===== src/rtl/pulse_sequencer.sv =====
// pulse_sequencer
//   Period-level pulse sequencer. A free-running cycle counter walks each
//   period. At every period boundary the live parameter inputs are copied
//   into shadow registers, so parameter writes never tear a period that is
//   already in progress. Gates are half-open windows [a,b) on the counter.
//   Every output is a flop: the output after edge t+1 is a function of the
//   state and counter during cycle t.
//
// Build option:
//   PULSE_SEQ_OFFRES_EN  adds the background (off-resonance) window
//                        [offr_d, offr_d+pbwid). It feeds pulse and blank and
//                        is gated by pu only. When the macro is undefined,
//                        offr_d/pbwid are accepted on the ports but ignored.
//
// Ports:
//   clk, rst            clock, synchronous active-high reset
//   run                 enable sequencing
//   per                 period in cycles (< MIN_PER keeps the block idle)
//   p1wid               first pulse width, starts at cnt 0
//   p2st, p2wid         second pulse start/width (only when doub)
//   s_up, att_d         sync window [s_up, att_d); att window [0, att_d)
//   pbwid, offr_d       background pulse width/start
//   pu, doub, bl        pump enable, second-pulse enable, blanking enable
//   p_bl                blanking tail after each pulse window end
//   pulse, sync, att, blank   gate outputs
//   frame               one-cycle strobe at each period start
//   busy                high whenever the sequencer is not idle

// One pulse window plus its blanking tail. The end is kept 33 bits wide so a
// large start+width cannot wrap into a short window; the counter never
// reaches the period length, so any end past the period is truncated there.
module pseq_win (
  input  logic [31:0] cnt_i,
  input  logic [31:0] start_i,
  input  logic [31:0] width_i,
  input  logic [7:0]  tail_i,
  output logic        hit_o,
  output logic        tail_o
);
  logic [32:0] end_w;
  logic [33:0] tend_w;
  logic        nz_w;

  assign end_w  = {1'b0, start_i} + {1'b0, width_i};
  assign tend_w = {1'b0, end_w} + {26'd0, tail_i};
  // A zero-width window produces neither a pulse nor a blanking tail.
  assign nz_w   = |width_i;
  assign hit_o  = nz_w && (cnt_i >= start_i) && ({1'b0, cnt_i} < end_w);
  assign tail_o = nz_w && ({1'b0, cnt_i} >= end_w) && ({2'b0, cnt_i} < tend_w);
endmodule

module pulse_sequencer #(
  parameter logic [31:0] MIN_PER = 32'd4
) (
  input  logic        clk,
  input  logic        rst,
  input  logic        run,
  input  logic [31:0] per,
  input  logic [31:0] p1wid,
  input  logic [31:0] p2st,
  input  logic [31:0] p2wid,
  input  logic [31:0] s_up,
  input  logic [31:0] att_d,
  input  logic [31:0] pbwid,
  input  logic [31:0] offr_d,
  input  logic        pu,
  input  logic        doub,
  input  logic        bl,
  input  logic [7:0]  p_bl,
  output logic        pulse,
  output logic        sync,
  output logic        att,
  output logic        blank,
  output logic        frame,
  output logic        busy
);

`ifdef PULSE_SEQ_OFFRES_EN
  localparam int NWIN = 3;
`else
  localparam int NWIN = 2;
`endif

  typedef enum logic [1:0] {S_IDLE, S_LOAD, S_RUN, S_DRAIN} state_e;

  state_e      state_q, state_d;
  logic [31:0] cnt_q, cnt_d;
  logic        shadow_ld;

  logic [31:0] sh_per_q, sh_p1wid_q, sh_p2st_q, sh_p2wid_q;
  logic [31:0] sh_s_up_q, sh_att_d_q;
  logic [7:0]  sh_p_bl_q;
  logic        sh_pu_q, sh_doub_q, sh_bl_q;

  logic pulse_d, sync_d, att_gate_d, blank_d, frame_d, busy_d;
  logic pulse_q, sync_q, att_gate_q, blank_q, frame_q, busy_q;

  logic per_ok, at_end, in_run;
  logic pulse_iv, tail_iv;

  logic [NWIN-1:0][31:0] win_start, win_width;
  logic [NWIN-1:0]       win_en, win_hit, win_tail;

  assign per_ok = (per >= MIN_PER);
  assign at_end = (cnt_q == sh_per_q - 32'd1);
  assign in_run = (state_q == S_RUN);

  // Window table: 0 = first pulse, 1 = second pulse, 2 = background.
  assign win_start[0] = 32'd0;
  assign win_width[0] = sh_p1wid_q;
  assign win_en[0]    = 1'b1;
  assign win_start[1] = sh_p2st_q;
  assign win_width[1] = sh_p2wid_q;
  assign win_en[1]    = sh_doub_q;

`ifdef PULSE_SEQ_OFFRES_EN
  logic [31:0] sh_offr_q, sh_pbwid_q;

  assign win_start[2] = sh_offr_q;
  assign win_width[2] = sh_pbwid_q;
  assign win_en[2]    = 1'b1;

  always_ff @(posedge clk) begin
    if (rst) begin
      sh_offr_q  <= '0;
      sh_pbwid_q <= '0;
    end else if (shadow_ld) begin
      sh_offr_q  <= offr_d;
      sh_pbwid_q <= pbwid;
    end
  end
`else
  logic unused_offres;
  assign unused_offres = ^{offr_d, pbwid};
`endif

  for (genvar g = 0; g < NWIN; g++) begin : g_win
    pseq_win u_win (
      .cnt_i   (cnt_q),
      .start_i (win_start[g]),
      .width_i (win_width[g]),
      .tail_i  (sh_p_bl_q),
      .hit_o   (win_hit[g]),
      .tail_o  (win_tail[g])
    );
  end

  assign pulse_iv = |(win_hit & win_en);
  assign tail_iv  = |(win_tail & win_en);

  // State register
  always_ff @(posedge clk) begin
    if (rst) state_q <= S_IDLE;
    else     state_q <= state_d;
  end

  // Next state, counter and shadow-load strobe
  always_comb begin
    state_d   = state_q;
    cnt_d     = '0;
    shadow_ld = 1'b0;
    case (state_q)
      S_IDLE: begin
        if (run && per_ok) state_d = S_LOAD;
      end
      S_LOAD: begin
        shadow_ld = 1'b1;
        state_d   = S_RUN;
      end
      S_RUN: begin
        if (at_end) begin
          // run falling wins over a short period: drain first.
          if (!run)        state_d = S_DRAIN;
          else if (!per_ok) state_d = S_IDLE;
          else             shadow_ld = 1'b1;
        end else begin
          cnt_d = cnt_q + 32'd1;
        end
      end
      S_DRAIN: state_d = S_IDLE;
      default: state_d = S_IDLE;
    endcase
  end

  // Next output values; anything outside RUN forces the gates low.
  always_comb begin
    pulse_d    = in_run & sh_pu_q & pulse_iv;
    sync_d     = in_run & (cnt_q >= sh_s_up_q) & (cnt_q < sh_att_d_q);
    att_gate_d = in_run & (cnt_q < sh_att_d_q);
    blank_d    = in_run & sh_bl_q & (pulse_iv | tail_iv);
    frame_d    = in_run & (cnt_q == 32'd0);
    busy_d     = (state_d != S_IDLE);
  end

  always_ff @(posedge clk) begin
    if (rst) begin
      cnt_q      <= '0;
      sh_per_q   <= '0;
      sh_p1wid_q <= '0;
      sh_p2st_q  <= '0;
      sh_p2wid_q <= '0;
      sh_s_up_q  <= '0;
      sh_att_d_q <= '0;
      sh_p_bl_q  <= '0;
      sh_pu_q    <= 1'b0;
      sh_doub_q  <= 1'b0;
      sh_bl_q    <= 1'b0;
      pulse_q    <= 1'b0;
      sync_q     <= 1'b0;
      att_gate_q <= 1'b0;
      blank_q    <= 1'b0;
      frame_q    <= 1'b0;
      busy_q     <= 1'b0;
    end else begin
      cnt_q <= cnt_d;
      if (shadow_ld) begin
        sh_per_q   <= per;
        sh_p1wid_q <= p1wid;
        sh_p2st_q  <= p2st;
        sh_p2wid_q <= p2wid;
        sh_s_up_q  <= s_up;
        sh_att_d_q <= att_d;
        sh_p_bl_q  <= p_bl;
        sh_pu_q    <= pu;
        sh_doub_q  <= doub;
        sh_bl_q    <= bl;
      end
      pulse_q    <= pulse_d;
      sync_q     <= sync_d;
      att_gate_q <= att_gate_d;
      blank_q    <= blank_d;
      frame_q    <= frame_d;
      busy_q     <= busy_d;
    end
  end

  assign pulse = pulse_q;
  assign sync  = sync_q;
  assign att   = att_gate_q;
  assign blank = blank_q;
  assign frame = frame_q;
  assign busy  = busy_q;

endmodule

===== config.mk =====
export PLATFORM = sky130hd
export DESIGN_NAME = pulse_sequencer
export DESIGN_NICKNAME = d
export VERILOG_FILES = /design/src/rtl/pulse_sequencer.sv
export SDC_FILE = /design/constraint.sdc
export NUM_CORES = 1
export LEC_CHECK = 0
export BUFFER_PORTS_ARGS = -buffer_cell sky130_fd_sc_hd__buf_4
export CAP_MARGIN = 10
export CORE_UTILIZATION = 40
export DETAILED_ROUTE_END_ITERATION = 10
export PLACE_DENSITY_LB_ADDON = 0.1
export SLEW_MARGIN = 20
export SYNTH_ARGS = -nofsm -noshare
export SYNTH_HDL_FRONTEND = slang
export SYNTH_HIERARCHICAL = 1
export SYNTH_SLANG_ARGS = --single-unit
export TNS_END_PERCENT = 50

===== constraint.sdc =====
create_clock -name clk -period 5.3 [get_ports clk]
set_clock_uncertainty 0.15 [all_clocks]
set_input_delay 1.06 -clock clk [delete_from_list [all_inputs] [get_ports clk]]
set_output_delay 1.06 -clock clk [all_outputs]
set_load 0.01 [all_outputs]

==> results of run 1 <==
-- logic make-up (layout without fill, tap and decap cells) --
family                     count (synthesis)  count (layout)  synth area share [%]
AOI/OAI and AO/OA                        730             730                  21.5
xor gates and xnor gates                 165             165                  6.63
adders and majority gates                343             343                  19.7
buffers and inverters                    297             549                  5.68
DFF                                      243             243                  22.2
muxes                                      5               5                 0.234
other                                      1              65                0.0171
and+or+nand+nor                         1087            1087                  24.1
-- state kept, by name (all words and copies together), names as in the netlist, 2 cells and up --
name and flops:
sh_p2wid_q 32, cnt_q 32, sh_p2st_q 32, state_q 2
sh_s_up_q 32, sh_per_q 32, sh_p1wid_q 32, sh_att_d_q 32
sh_p_bl_q 8
-- routing by layer --
layer,up-vias,GRT usage (%),share of wire [%]
met5,-,0,0
met4,0,6.48,2.5
met3,101,3.09,4.4
met2,473,45.0,48
met1,10100,32.1,45
li1,10712,-,-
-- cells in the final DEF (no fill, tap or decap), types with 27 or more instances in the layout --
cell,instances
nand2b_1,34
a21oi_1,336
nor2_1,136
conb_1,64
nor4_1,48
nand3_1,53
xor2_1,69
nand2_1,537
nand4_1,64
clkbuf_16,29
nor2b_1,27
a21o_1,101
o21ai_0,75
dfxtp_1,241
buf_4,293
ha_1,334
xnor2_1,92
inv_1,192
nor3_1,50
-- through the flow --
stage               area, um2  std cells  hold slack, ns
floorplan               22200       2934           0.260
global placement        24800       3824           0.274
detailed placement      24800       3824           0.285
CTS                     25800       3878           0.301
global route            26000       3882           0.318
finish                  26000       3883           0.297
-- worst min path at each step --
stage                   from             to  slack (ns)  cells after the start
6_report             sh_pu_q          pulse        0.30                      2
5_1_grt        sh_s_up_q[21]  sh_s_up_q[21]        0.32                      2
4_1_cts              sh_pu_q          pulse        0.30                      2
3_5_place_dp         sh_pu_q          pulse        0.29                      2
3_3_place_gp         sh_pu_q          pulse        0.27                      2
2_1_floorplan        sh_pu_q          pulse        0.26                      2
-- area by class of cell --
cell class,instances,share of cell area (%)
diodes,1,0.00964
clock buffers,42,3.21
clock inverters,11,0.376
inverters,195,2.82
multi-input cells,2394,62.5
flip-flops and latches,243,18.8
well taps,696,3.35
repair buffers,301,8.95
-- what timing repair did --
action	in CTS	in global routing
pin swaps	8	27
gates resized for setup	11	45
endpoints found under the setup margin	1	1
buffers inserted	1	4
-- worst max-delay path, delay by kind of cell, from the launching register on --
family	cells	cell delay (ns)
AOI/OAI and AO/OA	12	2.39
and+or+nand+nor	4	1.14
adders and majority gates	2	0.71
xor gates and xnor gates	2	0.34
DFF	1	0.33
-- power groups by stage --
stage,clock network [mW],registers [mW],logic [mW]
after floorplan,0,2.38,3.88
after global placement,0,2.51,4.98
after detailed placement,0,2.51,5.10
after CTS,2.05,2.48,5.13
after global routing,2.11,2.53,5.85
final,1.99,2.48,5.21
==> impl_metrics.tcl, run 1 <==
set metrics [dict create \
    route.vias.total 21386 \
    yosys-top-cells-area "dfxtp_1, ha_1, nand2_1, a21oi_1, xnor2_1" \
    synth-edff-count 0 \
    synth_top_area_share_pct 22.2 \
    worstSetupPathType "reg2reg" \
    h-tree-depth 1 \
    grt.total_usage_pct 25.3 \
    powerDensity_nw_per_um2 373 \
    cp_cell_sequence "ha_1, a21oi_1, o22ai_1, a211oi_2, o31ai_2, xor2_1, nand4b_1, or2_1, or2_2, or3_1, xnor2_1, ha_1, a21o_1, a21oi_2, o2111ai_2, a31oi_2, o21ai_1, a211oi_2, o21ai_1, a21oi_1" \
    rsz0062_at_grt "true" \
    timing.final.crit_period_ns 5.15 \
    hold_viol 0 \
    start_util_pct 40.6 \
    portBuffers 211 \
    fillers 5466 \
    setup_tns_ns 0 \
    dp_hpwl_um 55800 \
    syn_area_um2 21900 \
    antenna_found_initial 0 \
    fmax_mhz 194 \
    regToRegEndpoint "blank" \
    die_w_um 236 \
    yosysWarnings 6 \
    register_area_um2 4870 \
    yosysTopAreaCell "dfxtp_1" \
    dieHeight_um 236 \
    p_sw_share_pct 44.4 \
    routed_via_density 5.51 \
    utilization_pct 48.1 \
    clk_pin_slew_ns 0.06 \
    ff2ff_path_depth 20 \
    ys_seq_area_share_pct 22.2 \
    slew_headroom_pct 43.9 \
    slowest_delay_ns 0.40 \
    final.period_utilization_pct 97.1 \
    dieArea_um2 55800 \
    yosys_most_used_dff "dfxtp_1" \
    ios 276 \
    synthTopCellsByCount "nand2_1, a21oi_1, ha_1" \
    rows 85 \
    drtIter0Drc 1365 \
    rrSetupSlack_ns 0.15 \
    multi_input_area_um2 16200 \
    syn_avg_cell_area_um2 7.64 \
    cp.arrival_ns 5.49 \
    area_growth_pct 18.4 \
    routed_wl_um 71600 \
    drc 0 \
    clk_latency_ns 0.59 \
    overflow 0 \
    p_leak_nw 11.5 \
    grt_pass1_wl_um 113000 \
    seq_power_share_pct 25.6 \
    cts-root-buf "clkbuf_16" \
    start_kind "flip-flop" \
    end_kind "flip-flop" \
    core_um2 54000 \
    cts.path.max_buffers 3 \
    crit_fanout 7 \
    first_pass_iters 5 \
    pre_cts_ws_ns -0.403 \
    async_flop_share_pct 0 \
    yosys_register_bits 243 \
    gp_congestion 0.939 \
    power_frac_clock_pct 20.6 \
    r2r-start "sh_p2st_q[12]" \
    vdd_drop_max_mv 0.264 \
    crit_slowest_cell "ha_1" \
    cts_sinks 243 \
    drive_above_1_share_pct 14.7 \
    cp.required_ns 5.65 \
    worstMarginPinSlew_ns 0.840 \
    synthDistinctLibCells 114 \
    status "finished clean" \
    cts_tree "built" \
    total_power_mw 9.68 \
    power.switching_mw 4.30 \
    comb_power_share_pct 53.9 \
    yosysMostFrequentCell "nand2_1" \
    p_int_mw 5.38 \
    postRouteAntennaNets 0 \
    numCtsBuffers 29 \
    hp-class "reg2reg" \
    setup_violations 0 \
    grt_max_degree 103 \
    worst_slack_ns 0.154 \
    cp-endpoint "blank" \
    wl_per_cell_um 18.4 \
    cap_violations 0 \
    grt_pass1_vias 20948 \
    crit_path_start "sh_p2st_q[12]" \
    synth_cells 2871 \
    drv_slew 0 \
    final_nets 3777 \
    hold_buffers 0 \
]
Note: power is estimated with default switching activity, not from simulation.
==> run 2, diff against run 1 <==
- CORE_ASPECT_RATIO: default -> 0.8
==> impl_metrics.tcl, run 2 (synthesis gave the netlist of run 1 again) <==
set metrics [dict create \
    status "finished clean" \
    regToRegEndpoint "blank" \
    p_int_mw 5.46 \
    worst_path_dominant_cell_family "compound AO/OA/AOI/OAI gates" \
    routed_wl_um 71400 \
    hp-class "reg2reg" \
    end_kind "flip-flop" \
    crit_slowest_cell "a2111oi_4" \
    hold_path_end "pulse" \
    wl_per_cell_um 18.4 \
    clk_latency_ns 0.58 \
    rows 76 \
    route.vias.total 21352 \
    dieHeight_um 211 \
    rrSetupSlack_ns 0.16 \
    cts_sinks 243 \
    final_cell_mix "nand2_1, ha_1, a21oi_1" \
    start_kind "flip-flop" \
    slowest_delay_ns 0.52 \
    final.period_utilization_pct 97.1 \
    area_growth_pct 18.2 \
    rsz0062_at_grt "true" \
    slew_headroom_pct 29.4 \
    pre_cts_ws_ns -0.0609 \
    utilization_pct 48.0 \
    start_util_pct 40.6 \
    powerDensity_nw_per_um2 376 \
    drc 0 \
    grt_pass1_wl_um 112000 \
    critPathMostFrequentCell "a21oi_1" \
    hold_viol 0 \
    setup_violations 0 \
    vdd_drop_max_mv 0.260 \
    ff2ff_path_depth 23 \
    cp.arrival_ns 5.50 \
    cap_violations 0 \
    hold_start "sh_pu_q" \
    clk_pin_slew_ns 0.06 \
    cts.path.max_buffers 3 \
    routed_via_density 5.49 \
    drtIter0Drc 1180 \
    grt_pass1_vias 20314 \
    setup_tns_ns 0 \
    first_pass_iters 5 \
    grt.total_usage_pct 25.1 \
    drive_above_1_share_pct 14.3 \
    final_nets 3775 \
    power_frac_clock_pct 21.0 \
    worstSetupPathType "reg2reg" \
    ios 276 \
    h-tree-depth 1 \
    dp_hpwl_um 56400 \
    numCtsBuffers 29 \
    core_um2 54000 \
    portBuffers 211 \
    seq_power_share_pct 25.4 \
    power.switching_mw 4.30 \
    cp.required_ns 5.65 \
    r2r-start "sh_p1wid_q[2]" \
    die_w_um 264 \
    hold_buffers 0 \
    cts_tree "built" \
    crit_fanout 4 \
    cts-root-buf "clkbuf_16" \
    total_power_mw 9.76 \
    worstMarginPinSlew_ns 1.06 \
    worst_slack_ns 0.156 \
    grt_max_degree 108 \
    comb_power_share_pct 53.6 \
    gp_congestion 0.924 \
    layout_commonest_cell "nand2_1" \
    antenna_found_initial 1 \
    fmax_mhz 194 \
    p_leak_nw 11.5 \
    drv_slew 0 \
    cp_cell_sequence "ha_1, xnor2_1, ha_1, a21oi_1, nand2b_1, a21oi_1, o21ai_2, a2111oi_4, buf_4, nand2_1, xnor2_1, ha_1, a21o_1, a21o_1, a21oi_1, o21ai_0, a221oi_1, nor4_1, o22a_1, a21oi_1, buf_4, nor2_1, a21oi_1" \
    dieArea_um2 55800 \
    diodes 0 \
    overflow 0 \
    postRouteAntennaNets 0 \
    timing.final.crit_period_ns 5.14 \
    path_buf_inv 2 \
    p_sw_share_pct 44.1 \
    whs_path_depth 2 \
]
## run 2: cell types whose count changed in the layout (fill, tap and decap cells not counted), moves of 2 or more
cell,before,now
o21ai_1,17,15
fa_1,3,0
bufinv_16,1,3
ha_1,334,338
fa_2,1,4
nor2_1,136,138
ha_4,2,0
dfxtp_2,0,2
dfxtp_4,2,0
nor2_2,3,1
buf_6,4,1
ha_2,3,1
## run 2: area by class of cell
cell class	count	area (um2)
clock buffer	41	821
clock inverter	12	149
fill	5418	28100
inverter	195	732
multi-input combinational	2394	16200
sequential	243	4870
tap	702	878
timing repair buffer	299	2310
## run 2: worst max-delay path by stage
stage / to / slack [ns] / cells after the start / start
floorplan: blank / 0.23 / 25 / sh_p2st_q[0]
CTS: blank / 0.01 / 27 / sh_p2wid_q[0]
global placement: blank / 0.005 / 27 / sh_p2st_q[0]
global route: blank / -0.09 / 26 / sh_p2wid_q[0]
detailed placement: blank / -0.06 / 27 / sh_p2wid_q[0]
finish: blank / 0.16 / 23 / sh_p1wid_q[2]
## run 2: routing by layer
metal	wire length, um	vias to the layer above	track usage [%]	share of wire, %
met5	0	-	0	0
met4	1120	0	4.39	1.6
met3	3560	61	3.43	5.0
met2	32300	432	41.8	45
met1	34400	10156	34.7	48
li1	-	10703	-	-
## run 2: worst register-to-register path, cell delays in order, from the launching register on
cell and delay (ns):
dfxtp_1 0.32, ha_1 0.35, xnor2_1 0.21, ha_1 0.36, a21oi_1 0.11, nand2b_1 0.15
a21oi_1 0.23, o21ai_2 0.12, a2111oi_4 0.52, buf_4 0.20, nand2_1 0.06, xnor2_1 0.12
ha_1 0.29, a21o_1 0.18, a21o_1 0.17, a21oi_1 0.12, o21ai_0 0.09, a221oi_1 0.44
nor4_1 0.11, o22a_1 0.23, a21oi_1 0.19, buf_4 0.20, nor2_1 0.05, a21oi_1 0.13
## run 2: timing repair
| item | in CTS | in global routing |
|---|---|---|
| endpoints found under the setup margin | 1 | 1 |
| gates resized for setup | 6 | 29 |
| setup buffers | 1 | 4 |
| pin swaps | 2 | 19 |
## run 2: stage by stage
stage | hold slack, ns | cell area (um2) | std cells
floorplan | 0.260 | 22200 | 2934
global placement | 0.275 | 24800 | 3828
detailed placement | 0.278 | 24800 | 3828
CTS | 0.281 | 25800 | 3882
global route | 0.320 | 25900 | 3886
finish | 0.279 | 25900 | 3886
## run 2: power groups by stage
stage | registers, mW | logic [mW] | clock network (mW)
finish | 2.48 | 5.23 | 2.05
global route | 2.52 | 5.83 | 2.19
CTS | 2.48 | 5.16 | 2.11
detailed placement | 2.52 | 5.13 | 0
global placement | 2.50 | 5.00 | 0
floorplan | 2.38 | 3.88 | 0
